### src/rtl/mem_port_arbiter.sv
// mem_port_arbiter: shares one single-ported memory between fetch and data paths; ports: clk, RST, if_* fetch side, dm_* data side, mem_* memory side, rdata, busy
module mem_port_arbiter #(
  parameter int AW = 32,
  parameter int DW = 32,
  parameter int MEM_LAT = 2
) (
  input  logic          clk,
  input  logic          RST,
  input  logic          if_req,
  input  logic [AW-1:0] if_addr,
  output logic          if_gnt,
  output logic          if_rvalid,
  input  logic          dm_req,
  input  logic          dm_we,
  input  logic [AW-1:0] dm_addr,
  input  logic [DW-1:0] dm_wdata,
  output logic          dm_gnt,
  output logic          dm_rvalid,
  output logic [DW-1:0] rdata,
  output logic          mem_en,
  output logic          mem_we,
  output logic [AW-1:0] mem_addr,
  output logic [DW-1:0] mem_wdata,
  input  logic [DW-1:0] mem_rdata,
  output logic          busy
);
  typedef enum logic [1:0] {IDLE, ACCESS, RESP} state_t;
  localparam logic [3:0] FIRST = 4'(MEM_LAT - 1);
  state_t state, state_nx;
  logic [3:0] cnt;
  logic last_dm, own_dm, we_q, win, pick_dm, first;
  logic [AW-1:0] addr_q;
  logic [DW-1:0] wdata_q;
  // data wins unless fetch also asks and data owned the port last
  always_comb begin
    win = if_req | dm_req;
    pick_dm = dm_req & (~if_req | ~last_dm);
    state_nx = IDLE;
    if (state == IDLE) state_nx = win ? ACCESS : IDLE;
    else if (state == ACCESS) state_nx = (cnt == 4'd0) ? RESP : ACCESS;
  end
  always_ff @(posedge clk) begin
    if (RST) begin
      state <= IDLE;
      cnt <= '0;
      last_dm <= 1'b0;
      own_dm <= 1'b0;
      we_q <= 1'b0;
      addr_q <= '0;
      wdata_q <= '0;
      rdata <= '0;
    end else begin
      state <= state_nx;
      if (state == IDLE && win) begin
        own_dm <= pick_dm;
        last_dm <= pick_dm;
        we_q <= pick_dm & dm_we;
        addr_q <= pick_dm ? dm_addr : if_addr;
        wdata_q <= pick_dm ? dm_wdata : '0;
        cnt <= FIRST;
      end
      if (state == ACCESS) begin
        if (cnt != 4'd0) cnt <= cnt - 4'd1;
        if (cnt == 4'd0 && !we_q) rdata <= mem_rdata;
      end
    end
  end
  // cnt is loaded with FIRST on entry, so the first ACCESS cycle is cnt==FIRST
  assign mem_en    = state == ACCESS;
  assign mem_we    = mem_en & we_q;
  assign mem_addr  = mem_en ? addr_q : '0;
  assign mem_wdata = mem_en ? wdata_q : '0;
  assign first     = mem_en & (cnt == FIRST);
  assign if_gnt    = first & ~own_dm;
  assign dm_gnt    = first & own_dm;
  assign if_rvalid = (state == RESP) & ~own_dm;
  assign dm_rvalid = (state == RESP) & own_dm;
  assign busy      = state != IDLE;
endmodule
### config.mk
export PLATFORM = sky130hd
export DESIGN_NAME = mem_port_arbiter
export DESIGN_NICKNAME = d
export VERILOG_FILES = /design/src/rtl/mem_port_arbiter.sv
export SDC_FILE = /design/constraint.sdc
export NUM_CORES = 1
export LEC_CHECK = 0
export CORE_ASPECT_RATIO = 1.75
export CORE_MARGIN = 2
export CORE_UTILIZATION = 36
export CTS_CLUSTER_SIZE = 25
export DETAILED_ROUTE_END_ITERATION = 8
export MAX_ROUTING_LAYER = met4
export PLACE_DENSITY = 0.83
export SYNTH_ARGS = -nofsm -noshare
export SYNTH_HDL_FRONTEND = slang
export SYNTH_SLANG_ARGS = --single-unit
### constraint.sdc
create_clock -name clk -period 2.14 [get_ports clk]
set_clock_uncertainty 0.2 [all_clocks]
set_input_delay 0.428 -clock clk [delete_from_list [all_inputs] [get_ports clk]]
set_output_delay 0.428 -clock clk [all_outputs]
set_load 0.03 [all_outputs]
==> metrics.csv <==
stage;metric;value;unit
run_status;status;completed;
timing;finalHoldViolations;0;
synth;yosys-top-cells-area;dfxtp_1 41%, and2_1 8.1%, nand2b_1 8.1%;
run;maxCapViolations;0;
routing;first_iter_violations;243;
synth;synth-seq-area-share;0.415;
synth;yosysMostFrequentCell;dfxtp_1;
synth;synth_top_area_frac;0.415;
cts;cts_buffers;9;
cells_and_area;nNetsFinal;946;
cells_and_area;layout-drive-gt1-share;0.153;
cts;clock_path_buffers;2;
synth;yosysWarningCount;0;
critical_path;crit_type;reg2out;
synth;synth.net_count;734;
synth;syn_area_per_cell;8.38;sq um
critical_path;end_kind;output port;
synth;netlist_area;0.00502;sq mm
power_and_ir_drop;power_leakage;3.06;nW
placement;gp_congestion;0.900;
cts;cts_tree;done;
routing;avgViaCountPerCell;5.08;
floorplan;start_util;0.365;
routing;dr.pass1.iters;5;
routing;wl;15.4;mm
routing;vias;5043;
grt;antenna_found_initial;0;
cts;htree_levels;3;
cells_and_area;final-seq-area;0.00208;sq mm
timing;final_max_slew_viol_count;0;
timing;fin_crit_sh;0.966;
power_and_ir_drop;powerDensity;689;mW/mm^2
synth;synthCells;599;
synth;synth_commonest_cells;104 x dfxtp_1, 67 x a21oi_1, 67 x nand2_1;
hold_path;hp-class;reg2reg;
floorplan;die_w;93.2;um
timing;setup_viol;0;
floorplan;fp.dieH;160;um
floorplan;coreArea;0.0138;sq mm
cells_and_area;antenna_cells;0;
cts;cts.sinks;104;
floorplan;rows;57;
routing;ant_nets;0;
cells_and_area;fill_cells;1223;
cells_and_area;multi_input_area;0.00264;sq mm
synth;ys_ff_latch;104;
grt;grt.overflow.total;0;
placement;dp_hpwl;11.1;mm
synth;synth_ff_type;dfxtp_1;
routing;drc;0;
critical_path;worstPathMaxFanout;19;
timing;tightestPinTransition;389;ps
synth;synth-edff-count;0;
timing;timing.fmax;484;MHz
cts;clk_latency;340;ps
cells_and_area;syn_to_final_growth;57.9;%
placement;portBuffers;235;
synth;synth_top_area_cell;dfxtp_1;
timing;max_slew_margin;0.740;
timing;setup_tns;0;ps
power_and_ir_drop;ir_drop;0.000304;V
grt;grt_max_degree;69;
grt;first_global_vias;4945;
floorplan;io_pins;236;
routing;routedWlPerCell;15.5;um
floorplan;die-area;0.0149;sq mm
cells_and_area;fin_util;0.576;
critical_path;arrival;1440;ps
grt;grt_pass1_wl;24.8;mm
timing;grt_setup_unrepaired;yes;
synth;synth-async-reset-ratio;0;
timing;fin_crit;2070;ps
cts;root_buffer;clkbuf_16;
grt;grtUsageTotal;0.212;
synth;ys_types;34;
critical_path;cp_data_required_time;1510;ps
cts;clkTransAtPathRegs;70;ps
critical_path;start_kind;flop;
[flip-flops by register name, indices dropped and copies added (netlist names)]
| name | flops |
|---|---|
| cnt | 4 |
| state | 2 |
| own_dm | 1 |
| addr_q | 32 |
| wdata_q | 32 |
| rdata | 32 |
| we_q | 1 |
[worst max-delay path, stage by stage (launching register included)]
cell and delay, ps:
dfxtp_1 310, nand2b_4 160, clkinv_4 80, buf_12 140, nand3_1 110, nor2_1 120, buf_4 170
[through the flow]
stage	worst slack, ps	cell area (sq um)	power, mW	hold slack [ps]	std cells
2_1_floorplan	99.1	5020	3.20	245	599
3_3_place_gp	76.7	7620	3.93	252	976
3_5_place_dp	6.71	7620	3.96	259	976
4_1_cts	26.8	7910	5.53	269	992
5_1_grt	-0.836	7920	5.74	288	992
6_report	73.4	7920	5.46	268	992
[layer usage]
metal / global-route usage / wire length [um] / vias up
met4: 0.0996 / 626 / 0
met3: 0.0302 / 740 / 35
met1: 0.235 / 5850 / 2319
li1: - / - / 2512
met2: 0.366 / 8180 / 177
met5: - / 0 / -
[report_power, final]
group          total [mW]  internal [mW]  switching [mW]
Combinational        1.69          0.795           0.899
Sequential           2.23           2.13          0.0929
Clock                1.54          0.792           0.748
[cells by family after synthesis]
group	count (synthesis)	share of synthesized area
AO/OA/AOI/OAI	143	0.173
adder cells (fa/ha/maj)	2	0.00499
buffers and inverters	67	0.0608
flip-flops	104	0.415
multiplexers	33	0.0661
AND/OR/NAND/NOR	250	0.281
[cell type report]
type,instances,area share
Clock buffer,9,0.0284
Clock inverter,6,0.00553
Inverter,5,0.00300
Multi-Input combinational cell,428,0.333
Sequential cell,104,0.263
Tap cell,177,0.0279
Timing Repair Buffer,263,0.339
[final timing paths]
kind	from	to	slack, ps	cells after the start
setup reg to reg	cnt[0]	cnt[1]	190	5
hold reg to reg	rdata[19]	rdata[19]	270	2
setup / recovery	state[1]	if_gnt	70	6
hold / removal	rdata[19]	rdata[19]	270	2
[cell usage in the layout, fill, tap and decap left out, drive strengths merged, types with 2 or more instances in the layout]
cell and n:
a21oi 67, a311oi 32, a31oi 3, and2 65, buf 96, clkbuf 9
clkdlybuf4s50 163, clkinv 3, dfxtp 104, dlygate4sd2 2, ha 2, inv 7
mux2i 32, nand2 67, nand2b 65, nand3 3, nand3b 2, nand4 33
nor2 7, nor3b 2, nor4 3, o211ai 2, o21ai 34
[timing repair]
item,4_1_cts,5_1_grt
endpoints found under the setup margin,71,18
gates resized for setup,10,6
buffers inserted,1,0
hold buffers,0,0
Note: power is estimated with default switching activity, not from simulation.
